===== src/rtl/wires_pkg.sv =====
// Shared payload types for operand fetch: register-file ports, issue bundle and writeback.
package wires;
    localparam int unsigned XLEN_W = 32;
    localparam int unsigned AW     = 5;

    typedef struct packed {
        logic          rden1;
        logic [AW-1:0] raddr1;
        logic          rden2;
        logic [AW-1:0] raddr2;
    } register_rin_type;

    typedef struct packed {
        logic [XLEN_W-1:0] rdata1;
        logic [XLEN_W-1:0] rdata2;
    } register_out_type;

    typedef struct packed {
        logic              wren;
        logic [AW-1:0]     waddr;
        logic [XLEN_W-1:0] wdata;
    } register_win_type;

    typedef struct packed {
        logic              wren;
        logic [AW-1:0]     waddr;
        logic [XLEN_W-1:0] rdata1;
        logic [XLEN_W-1:0] rdata2;
    } issue_bundle_type;

    typedef struct packed {
        logic              valid;
        logic [AW-1:0]     waddr;
        logic [XLEN_W-1:0] wdata;
    } writeback_type;
endpackage


===== src/rtl/operand_fetch_scoreboard.sv =====
// Busy-register bitmap: set on issue, cleared by writeback or flush, queried for RAW/WAW hazards.
module scoreboard
    import wires::*;
#(
    parameter int unsigned NREG = 32
) (
    input  logic          clk,
    input  logic          rst,
    input  logic          i_set_en,
    input  logic [AW-1:0] i_set_idx,
    input  logic          i_wb_en,
    input  logic [AW-1:0] i_wb_idx,
    input  logic          i_fl_en,
    input  logic [AW-1:0] i_fl_idx,
    input  logic          i_rden1,
    input  logic [AW-1:0] i_raddr1,
    input  logic          i_rden2,
    input  logic [AW-1:0] i_raddr2,
    input  logic          i_wren,
    input  logic [AW-1:0] i_waddr,
    output logic          o_hazard_c
);
    localparam int unsigned NSLOT = 1 << AW;
    // x0 and any slot beyond NREG can never be marked busy
    localparam logic [NSLOT-1:0] LIVE = NSLOT'((64'(1) << NREG) - 64'(1)) & ~NSLOT'(1);

    logic [NSLOT-1:0] r_busy;
    logic [NSLOT-1:0] w_busy_nxt;
    logic             w_haz1;
    logic             w_haz2;
    logic             w_waw;

    // Clears first so a same-index set in the same cycle wins
    always_comb begin
        w_busy_nxt = r_busy;
        if (i_wb_en) w_busy_nxt[i_wb_idx] = 1'b0;
        if (i_fl_en) w_busy_nxt[i_fl_idx] = 1'b0;
        if (i_set_en) w_busy_nxt[i_set_idx] = 1'b1;
        w_busy_nxt = w_busy_nxt & LIVE;
    end

    always_ff @(posedge clk) begin
        if (rst) r_busy <= '0;
        else     r_busy <= w_busy_nxt;
    end

    always_comb begin
        w_haz1 = i_rden1 && (i_raddr1 != '0) && r_busy[i_raddr1]
                 && !(i_wb_en && (i_wb_idx == i_raddr1));
        w_haz2 = i_rden2 && (i_raddr2 != '0) && r_busy[i_raddr2]
                 && !(i_wb_en && (i_wb_idx == i_raddr2));
        w_waw  = i_wren && (i_waddr != '0) && r_busy[i_waddr];
        o_hazard_c = w_haz1 || w_haz2 || w_waw;
    end
endmodule


===== src/rtl/operand_fetch.sv =====
// Operand fetch stage: reads sources with writeback bypass, stalls on hazards, holds one bundle for execute.
module operand_fetch
    import wires::*;
#(
    parameter int unsigned XLEN = 32,
    parameter int unsigned NREG = 32
) (
    input  logic                    clk,
    input  logic                    rst,
    input  logic                    dec_valid,
    output logic                    dec_ready,
    input  logic                    dec_rden1,
    input  logic                    dec_rden2,
    input  logic [4:0]              dec_raddr1,
    input  logic [4:0]              dec_raddr2,
    input  logic                    dec_wren,
    input  logic [4:0]              dec_waddr,
    output logic                    ex_valid,
    input  logic                    ex_ready,
    output logic [XLEN-1:0]         ex_rdata1,
    output logic [XLEN-1:0]         ex_rdata2,
    output logic                    ex_wren,
    output logic [4:0]              ex_waddr,
    input  logic                    wb_valid,
    input  logic [4:0]              wb_waddr,
    input  logic [XLEN-1:0]         wb_wdata,
    input  logic                    flush,
    output register_rin_type        register_rin,
    input  register_out_type        register_out,
    output register_win_type        register_win,
    output logic [31:0]             stall_cnt
);
    logic             r_ex_valid;
    issue_bundle_type r_bundle;
    logic [31:0]      r_stall_cnt;

    writeback_type    w_wb;
    issue_bundle_type w_bundle_nxt;
    logic             w_hazard;
    logic             w_issue;

    assign w_wb = '{valid: wb_valid, waddr: wb_waddr, wdata: XLEN_W'(wb_wdata)};

    assign register_rin = '{rden1: dec_rden1, raddr1: dec_raddr1,
                            rden2: dec_rden2, raddr2: dec_raddr2};
    assign register_win = '{wren: w_wb.valid, waddr: w_wb.waddr, wdata: w_wb.wdata};

    scoreboard #(.NREG(NREG)) u_scoreboard (
        .clk        (clk),
        .rst        (rst),
        .i_set_en   (w_issue && dec_wren),
        .i_set_idx  (dec_waddr),
        .i_wb_en    (w_wb.valid),
        .i_wb_idx   (w_wb.waddr),
        .i_fl_en    (flush && r_ex_valid && r_bundle.wren),
        .i_fl_idx   (r_bundle.waddr),
        .i_rden1    (dec_rden1),
        .i_raddr1   (dec_raddr1),
        .i_rden2    (dec_rden2),
        .i_raddr2   (dec_raddr2),
        .i_wren     (dec_wren),
        .i_waddr    (dec_waddr),
        .o_hazard_c (w_hazard)
    );

    assign dec_ready = !rst && (!r_ex_valid || ex_ready) && !w_hazard && !flush;
    assign w_issue   = dec_valid && dec_ready;

    // Operand priority: disabled/x0 -> 0, retiring writeback -> bypass, else register file
    always_comb begin
        w_bundle_nxt.wren  = dec_wren;
        w_bundle_nxt.waddr = dec_waddr;
        if (!dec_rden1 || dec_raddr1 == '0)                 w_bundle_nxt.rdata1 = '0;
        else if (w_wb.valid && w_wb.waddr == dec_raddr1)    w_bundle_nxt.rdata1 = w_wb.wdata;
        else                                                w_bundle_nxt.rdata1 = register_out.rdata1;
        if (!dec_rden2 || dec_raddr2 == '0)                 w_bundle_nxt.rdata2 = '0;
        else if (w_wb.valid && w_wb.waddr == dec_raddr2)    w_bundle_nxt.rdata2 = w_wb.wdata;
        else                                                w_bundle_nxt.rdata2 = register_out.rdata2;
    end

    always_ff @(posedge clk) begin
        if (rst) begin
            r_ex_valid <= 1'b0;
            r_bundle   <= '0;
        end else if (flush) begin
            r_ex_valid <= 1'b0;
        end else if (w_issue) begin
            r_ex_valid <= 1'b1;
            r_bundle   <= w_bundle_nxt;
        end else if (ex_ready) begin
            r_ex_valid <= 1'b0;
        end
    end

    always_ff @(posedge clk) begin
        if (rst)                        r_stall_cnt <= '0;
        else if (dec_valid && w_hazard) r_stall_cnt <= r_stall_cnt + 32'd1;
    end

    assign ex_valid  = r_ex_valid;
    assign ex_rdata1 = XLEN'(r_bundle.rdata1);
    assign ex_rdata2 = XLEN'(r_bundle.rdata2);
    assign ex_wren   = r_bundle.wren;
    assign ex_waddr  = r_bundle.waddr;
    assign stall_cnt = r_stall_cnt;
endmodule


===== config.mk =====
export PLATFORM = sky130hd
export DESIGN_NAME = operand_fetch
export DESIGN_NICKNAME = d
export VERILOG_FILES = /design/src/rtl/wires_pkg.sv /design/src/rtl/operand_fetch_scoreboard.sv /design/src/rtl/operand_fetch.sv
export SDC_FILE = /design/constraint.sdc
export NUM_CORES = 1
export LEC_CHECK = 0
export ABC_AREA = 1
export CAP_MARGIN = 20
export CORE_AREA = 2 2 143 145
export CTS_CLUSTER_SIZE = 14
export DETAILED_ROUTE_END_ITERATION = 6
export DIE_AREA = 0 0 145 147
export DONT_BUFFER_PORTS = 1
export PLACE_DENSITY = 0.65
export SYNTH_ARGS = -nofsm -noshare
export SYNTH_HDL_FRONTEND = slang
export SYNTH_SLANG_ARGS = --single-unit
export TNS_END_PERCENT = 5

===== constraint.sdc =====
create_clock -name clk -period 1.75 [get_ports clk]
set_input_delay 0.175 -clock clk [delete_from_list [all_inputs] [get_ports clk]]
set_output_delay 0.175 -clock clk [all_outputs]
set_load 0.005 [all_outputs]

[After elaboration in Yosys (flattened, before gate mapping)]
Cells that the tools add are included.
Word-level totals
  register bits: 135
  input port bits: 125
  output and inout port bits: 154
  logic and storage cells: 88
Operators by class
  add/subtract/negate cells: 1
  order comparisons: 8
  equality and inequality tests: 2
  muxes and demuxes: 21
  bitwise gates (word level): 6
  reductions and logical operators: 42
Operators by type and width (count)
  $mux 32: 7
  $and 32x32->32: 2
  $not 32->32: 2
  $add 32x1->32 const B: 1
  $or 32x32->32: 1
  $lt 5x6->1 const B: 5
  $logic_and 1x1->1: 21
  $bmux 1 s5: 3
  $demux 1 s5: 3
  $ge 5x1->1 const B: 3
  $reduce_bool 5->1: 3
  $eq 5x5->1: 2
  $logic_not 5->1: 2
  $logic_not 1->1: 8
  $mux 1: 8
  $logic_or 1x1->1: 5
  $reduce_and 2->1: 1
  $reduce_bool 2->1: 1
  $reduce_or 2->1: 1
  $not 1->1: 1

[Logic depth before layout (Yosys ltp)]
Gate-level depths: netlist of the first run.
  word-level depth: 12
  mapped depth: 17
  depth with buffers taken out: 15

[Hierarchy]
From an unflattened synthesis of the first run, not the netlist that was laid out.
Unflattened totals
  cells, all modules: 1424
  area total of the unflattened synthesis: 8708.4 µm²
Modules (own cells, without submodules)
  operand_fetch: times used 1, cells an instance 933, area each 5881.9 µm², seq. area each 2062.0 µm²
  scoreboard: times used 1, cells an instance 491, area each 2826.5 µm², seq. area each 620.6 µm²

[Worst setup path before layout of the first run]
No wires, ideal clock.
  path type: input -> register
  start: input dec_raddr1[0]
  end: register r_bundle, in the netlist ex_rdata2[16]
  setup time: 116 ps
  arrival time: 1654 ps
  required time: 1634 ps
  path slack: -20 ps
  cell stages on the path: 14
  buffers on the path: 2
  path through: buf_4 > nor3_1 > nand3_1 > nand2_2 > inv_2 > nand2_1 > inv_2 > nand3_2 > nand3_2 > nor2_4 > nand2_4 > clkbuf_2 > o21ai_0 > nor2_1
Between the ends
  word-level cells in the longest chain between the ends: 11
  elaborated cells between the ends (all ways): 16
  those cells by class: 1 x eq/ne; 2 x mux; 13 x reduce/logical
RTL lines
  start: declaration: RTL line operand_fetch.sv:14  | input logic [4:0] dec_raddr1,
  $bmux 1 s5 (tied with other cells): RTL line operand_fetch_scoreboard.sv:48  | w_haz1 = i_rden1 && (i_raddr1 != '0) && r_busy[i_raddr1]
  $mux 1 (implied by the code) (tied with other cells): RTL line operand_fetch_scoreboard.sv:48
  $logic_and 1x1->1 or $logic_not 1->1 (tied branches): RTL line operand_fetch_scoreboard.sv:48, operand_fetch_scoreboard.sv:49
  $logic_and 1x1->1 *: RTL line operand_fetch_scoreboard.sv:49  | && !(i_wb_en && (i_wb_idx == i_raddr1));
  $logic_or 1x1->1 * (2 in series): RTL line operand_fetch_scoreboard.sv:53  | o_hazard_c = w_haz1 || w_haz2 || w_waw;
  $logic_not 1->1 *: RTL line operand_fetch.sv:66  | assign dec_ready = !rst && (!r_ex_valid || ex_ready) && !w_hazard && !flush;
  $logic_and 1x1->1 * (2 in series): RTL line operand_fetch.sv:66
  $logic_and 1x1->1 *: RTL line operand_fetch.sv:67  | assign w_issue = dec_valid && dec_ready;
  $reduce_and 2->1 (no source line) *
  end signal: assignment: RTL line operand_fetch.sv:89  | r_bundle <= w_bundle_nxt;
  end: declaration: RTL line operand_fetch.sv:34  | issue_bundle_type r_bundle;
Mark *: on every way between the ends. The rest lies on a longest branch, timed or not. The select of a mux whose other input is x is not followed.
A chain may end at the register's enable or synchronous reset.

[Worst setup path after layout of the first run]
  start: register u_scoreboard.r_busy[2]
  end: output dec_ready
Between the ends
  word-level cells in the longest chain between the ends: 9
  elaborated cells between the ends (all ways): 16
  those cells by class: 6 x mux; 10 x reduce/logical
RTL lines
  start: declaration: RTL line operand_fetch_scoreboard.sv:27  | logic [NSLOT-1:0] r_busy;
  start signal: assignment: RTL line operand_fetch_scoreboard.sv:44  | else r_busy <= w_busy_nxt;
  $bmux 1 s5 (on tied branches): RTL line operand_fetch_scoreboard.sv:48, operand_fetch_scoreboard.sv:50
  $mux 1 (on tied branches): RTL line operand_fetch_scoreboard.sv:48, operand_fetch_scoreboard.sv:50
  $logic_and 1x1->1 (on tied branches): RTL line operand_fetch_scoreboard.sv:48, operand_fetch_scoreboard.sv:50
  $logic_and 1x1->1 (on tied branches): RTL line operand_fetch_scoreboard.sv:49, operand_fetch_scoreboard.sv:51
  $logic_or 1x1->1: RTL line operand_fetch_scoreboard.sv:53
  $logic_or 1x1->1 *: RTL line operand_fetch_scoreboard.sv:53
  $logic_not 1->1 *: RTL line operand_fetch.sv:66
  $logic_and 1x1->1 * (2 in series): RTL line operand_fetch.sv:66
  end: declaration: RTL line operand_fetch.sv:11  | output logic dec_ready,
Marked as above.

==> results of run 1 <==
[final timing paths]
kind / start / end / slack (ps) / depth (start not counted)
min: wb_wdata[1] / ex_rdata1[1] / 20 / 3
max: u_scoreboard.r_busy[2] / dec_ready / -280 / 10
min reg2reg: u_scoreboard.r_busy[30] / u_scoreboard.r_busy[30] / 490 / 2
max reg2reg: u_scoreboard.r_busy[2] / ex_rdata1[15] / -270 / 14
[cells in the mapped netlist, drive strengths merged]
cell type  count  area share [%]
o221ai        31             3.1
nand2        332              15
buf           88             7.2
o22ai          5            0.36
inv          126             5.4
nand4         35             2.5
clkbuf        37             1.7
nor4           7            0.50
a21oi         96             5.5
o21ai         99             5.7
nand3         80             4.9
xnor2          5            0.50
xor2          23             2.3
o21a          26             2.2
nor3          39             2.3
ha             1            0.14
clkinv         1            0.10
nor3b          1           0.086
dfxtp        134              31
o211ai         1           0.086
nor2         233              10
[power by group]
| part | leakage, nW | total (mW) | internal [mW] | switching (mW) |
|---|---|---|---|---|
| Sequential | 1.09 | 3.23 | 3.14 | 0.0888 |
| Combinational | 2.83 | 1.14 | 0.473 | 0.667 |
| Clock | 0.297 | 3.83 | 2.34 | 1.49 |
| Total | 4.22 | 8.19 | 5.95 | 2.25 |
[cell families after synthesis]
| logic type | count (synthesis) | share of synthesized area, % |
|---|---|---|
| XOR/XNOR | 28 | 2.81 |
| flip-flops | 134 | 30.8 |
| AO/OA/AOI/OAI | 258 | 17.0 |
| AND/OR/NAND/NOR | 727 | 34.9 |
| buffers and inverters | 252 | 14.4 |
| adder cells (fa/ha/maj) | 1 | 0.144 |
[metal layers]
metal / part of all wire, % / vias to the layer above / global-route usage, % / wire [µm]
met2: 43 / 572 / 45.8 / 14800
met5: 0 / - / 0 / 0
met4: 3.2 / 0 / 10.6 / 1090
li1: - / 4587 / - / -
met3: 12 / 99 / 11.6 / 4330
met1: 42 / 4496 / 40.1 / 14500
[critical path, cell delays in order, from the launching register on]
cell and delay (ps):
dfxtp_1 340, inv_2 100, nand2_1 50, nand3_1 80
nand3_2 70, nand3_1 110, nand3_2 90, nand3_2 90
nand3_2 120, nor2_4 200, buf_12 160
[metrics by stage]
step,std cells,instance area (µm²),utilization [%],power [mW]
global placement,1643,9180,46.3,4.17
finish,1708,10500,53.0,8.19
CTS,1694,10100,51.0,8.14
detailed placement,1643,9180,46.3,4.18
floorplan,1400,8730,-,4.02
global route,1708,10500,53.0,8.49
[cell type report]
| type | instances | area [µm²] | area share (%) |
|---|---|---|---|
| inverter | 127 | 498 | 4.73 |
| timing repair inverter | 1 | 8.76 | 0.0832 |
| sequential | 134 | 2710 | 25.7 |
| clock inverter | 13 | 170 | 1.62 |
| timing repair buffer | 127 | 1410 | 13.4 |
| tap | 270 | 338 | 3.21 |
| multi-input combinational | 1017 | 4940 | 46.9 |
| clock buffer | 19 | 453 | 4.30 |
[repair_timing]
| item | 4_1_cts | 5_1_grt |
|---|---|---|
| hold buffers | 10 | 0 |
| gates resized for setup | 33 | 86 |
| setup endpoints to repair | 135 | 135 |
| pin swaps | 14 | 37 |
| gates cloned | 4 | 12 |
| hold endpoints to repair | 66 | 0 |
| buffers inserted | 5 | 1 |
[registers in the layout (all words and copies together), names as in the netlist]
register	cells
ex_rdata1	32
ex_rdata2	32
stall_cnt	32
u_scoreboard.r_busy	31
ex_waddr	5
ex_valid	1
ex_wren	1
==> flow_summary.toml, run 1 <==
[logic_synthesis]
ys_seq_area_share_pct = 30.8
syn-num-nets = 1526
yosys_register_bits = 134
ys_warn_count = 0
syn_area_um2 = 8710
syn-mean-instance-area_um2 = 6.22
ys_types = 32
synthCells = 1400

[detailed_routing]
num_vias = 9754
viasPerCell = 5.71
route.detailed.drc = 0
drt_iter0_drc = 1087
routed_wl_mm = 34.7
ant_nets = 0
detail_route.wl_per_cell_um = 20.3
dr.pass1.iters = 6

[floorplanning]
core_region_area_um2 = 19800
start_util_pct = 43.9
core.rowCount = 52
die_h_um = 147
die_w_um = 145
dieArea_um2 = 21300
io_pins = 279

[finish]
n_antenna_cell = 0
fin_nets = 1551
area_delta_synth_final_pct = 20.7
final_cell_mix = "nand2_1, nor2_1, dfxtp_1, inv_1, buf_4"
fillers = 2011
drive_gt1_share_pct = 15.9
mostFrequentLayoutCell = "nand2_1"

[global_route]
grt_max_degree = 76
overflow = 0
grt_usage_pct = 30.5
grt_pass1_vias = 8879
grt_pass1_wl_mm = 50.9
antenna_found_initial = 1

[power_and_ir_drop]
cellLeakagePower_nw = 4.22
power_density_nw_per_um2 = 778
vdd_ir_drop_max_mv = 0.687

[clocking]
cts_max_path_buffers = 2
path_clk_slew_ps = 60
cts_inserted_buffers = 17
cts-root-buf = "clkbuf_16"
clock_sinks = 134
cts_max_level = 4
clock_latency_ps = 430
cts_tree = "built"

[worst_setup_path]
cp_data_required_time_ps = 1570
critPathLaunchType = "flop"
end_kind = "output port"
path_max_fanout = 8
critPathKind = "flop to output port"
cp.arrival_ps = 1850

[sta]
tns_ps = -25250
whs_ps = 18.3
rsz0062_at_grt = "true"
setup_viol = 129
fin_ws_ps = -278
fin_crit_sh_pct = 116
relSlewSlack_pct = 50.1
clock.fmax_mhz = 493
hold_viol = 0
max_slew.worst_pin.slew_ps = 748
min_period_ps = 2030
clock_skew_ps = 13.7
finalMaxSlewViolations = 0

[flow_run]
max_cap_viol_count = 0

[status]
status = "complete, but fails checks"
violations = "negative setup slack"

[placement]
globalplace.congestion = 0.989
place_ws_ps = -264
io_buffers = 0
dp_hpwl_mm = 23.7

[min_path]
holdCritPathClass = "primary input to flop"
Power figures use the tool's default switching activity.
==> run 2: changes to the inputs <==
--- a/config.mk
+++ b/config.mk
@@ -12,6 +12,7 @@
 export DETAILED_ROUTE_END_ITERATION = 6
 export DIE_AREA = 0 0 145 147
 export DONT_BUFFER_PORTS = 1
+export GPL_TIMING_DRIVEN = 0
 export PLACE_DENSITY = 0.65
 export SYNTH_ARGS = -nofsm -noshare
 export SYNTH_HDL_FRONTEND = slang
==> run 2 against run 1 <==
The flow still finishes with violations (negative setup slack). Combinational power down 4%. Register-to-register slack worse by 50 ps. Die area unchanged. Fmax down 3.5%. Largest power group unchanged. Via count down 1.3%. First-iteration DRC count down 10%.
==> flow_summary.toml, run 2 (synthesized netlist as in run 1, its figures left out) <==
[sta]
min_period_ps = 2100
relSlewSlack_pct = 56.3
fin_ws_ps = -351
finalMaxSlewViolations = 0
clock_skew_ps = 17.3
hold_viol = 0
rsz0062_at_grt = "true"
max_slew.worst_pin.slew_ps = 655
clock.fmax_mhz = 476
whs_ps = 5.62
fin_crit_sh_pct = 120
setup_viol = 134

[clocking]
path_clk_slew_ps = 70
cts_max_level = 4
cts_max_path_buffers = 2
clock_latency_ps = 430
cts_inserted_buffers = 17
cts-root-buf = "clkbuf_16"
clock_sinks = 134
cts_tree = "built"

[floorplanning]
core_region_area_um2 = 19800
dieArea_um2 = 21300
start_util_pct = 43.9
core.rowCount = 52
die_w_um = 145
die_h_um = 147
io_pins = 279

[global_route]
grt_pass1_vias = 8772
overflow = 0
grt_max_degree = 17
grt_usage_pct = 31.5
antenna_found_initial = 2
grt_pass1_wl_mm = 51.8

[finish]
drive_gt1_share_pct = 13.9
fillers = 2080
multiInputGateArea_um2 = 4900
area_delta_synth_final_pct = 14.9
final_cell_mix = "nand2_1, nor2_1, dfxtp_1, inv_1, a21oi_1"
design_area_um2 = 10000
mostFrequentLayoutCell = "nand2_1"
fin_nets = 1560
regArea_um2 = 2710
final_util_pct = 50.5

[min_path]
holdCritPathClass = "primary input to flop"
hp-start = "wb_wdata[17]"
hold_path_depth = 3

[detailed_routing]
viasPerCell = 5.59
dr.pass1.iters = 5
detail_route.wl_per_cell_um = 20.3
num_vias = 9626
drt_iter0_drc = 976
ant_nets = 0
routed_wl_mm = 34.9
route.detailed.drc = 0

[flow_run]
max_cap_viol_count = 0

[worst_setup_path]
cp_data_required_time_ps = 1570
end_kind = "output port"
critPathLaunch = "u_scoreboard.r_busy[14]"
path_max_fanout = 5
critPathKind = "flop to output port"
critPathLaunchType = "flop"
cp.arrival_ps = 1930
rr_worst_depth = 16
r2r-start = "u_scoreboard.r_busy[30]"

[power_and_ir_drop]
p_seq_share_pct = 40.3
pwr-share-clk_pct = 46.1
vdd_ir_drop_max_mv = 0.579
p_sw_mw = 2.28
power_density_nw_per_um2 = 799
p_comb_share_pct = 13.7
fin_total_pwr_mw = 8.01
cellLeakagePower_nw = 3.95
sw_frac_of_total_pct = 28.5
power.internal_mw = 5.72

[placement]
place_area_um2 = 9060
globalplace.congestion = 0.950
io_buffers = 0
dp_hpwl_mm = 26.5
place_ws_ps = -852

[status]
status = "complete, but fails checks"
violations = "negative setup slack"
run 2: cell count changes in the layout (fill, tap and decap cells not counted), moves of 4 or more:
cell           change
a21oi_2            -9
buf_1              +6
buf_12            -17
dlygate4sd3_1      -4
buf_4             -20
nand2_2            +5
buf_2             +11
a21oi_1            +9
diode_2            +4
clkbuf_16          -7
buf_6             +13
clkbuf_1          +31
nand2_1            -4
run 2: worst paths after layout:
check | end | slack, ps
min | ex_rdata2[17] | 6
max | dec_ready | -350
min reg2reg | u_scoreboard.r_busy[10] | 480
max reg2reg | ex_rdata2[2] | -320
run 2: layout make-up:
type	instances	share of cell area [%]
inverters	127	4.86
multi-input cells	1015	48.9
flip-flops and latches	134	27.1
plain buffers	125	8.56
well taps	270	3.37
diodes	4	0.100
clock inverters	13	1.45
clock buffers	19	4.52
repair buffers	14	1.17
run 2: routing by layer:
layer,GRT usage [%],wire length [µm],vias up
met5,0,0,-
met4,10.3,825,0
met3,8.94,3710,69
met2,47.5,15200,521
met1,43.5,15100,4419
li1,-,-,4617
run 2: power groups by stage:
stage	Sequential (mW)	Combinational, mW	Clock (mW)
6_report	3.22	1.09	3.69
3_3_place_gp	3.29	0.996	0
5_1_grt	3.23	1.20	3.85
4_1_cts	3.23	1.05	3.73
3_5_place_dp	3.29	1.00	0
2_1_floorplan	3.26	0.759	0
run 2: repair_timing:
item	in CTS	in global routing
buffers inserted	4	4
endpoints found under the hold margin	4	0
cloned	1	1
resized for setup	70	59
pin swaps	7	8
hold buffers	5	0
endpoints found under the setup margin	133	135
run 2: worst max-delay path: stages, from the launching register on:
cell     delay (ps)
dfxtp_1         340
inv_1            70
o21ai_0         140
nand2_1          80
nand2_1         100
nand2_1          50
nand2_1          80
nor2_1           40
nand2_1          70
nand2_2          80
nand3_4         140
nor2_4           40
buf_4           140
buf_6           120
run 2: through the flow:
step                      instances  setup TNS, ps
after floorplan                1400           -926
after global placement         1670         -70790
after detailed placement       1670         -72180
final                          1721         -27290
after CTS                      1712         -21780
after global routing           1717         -44210
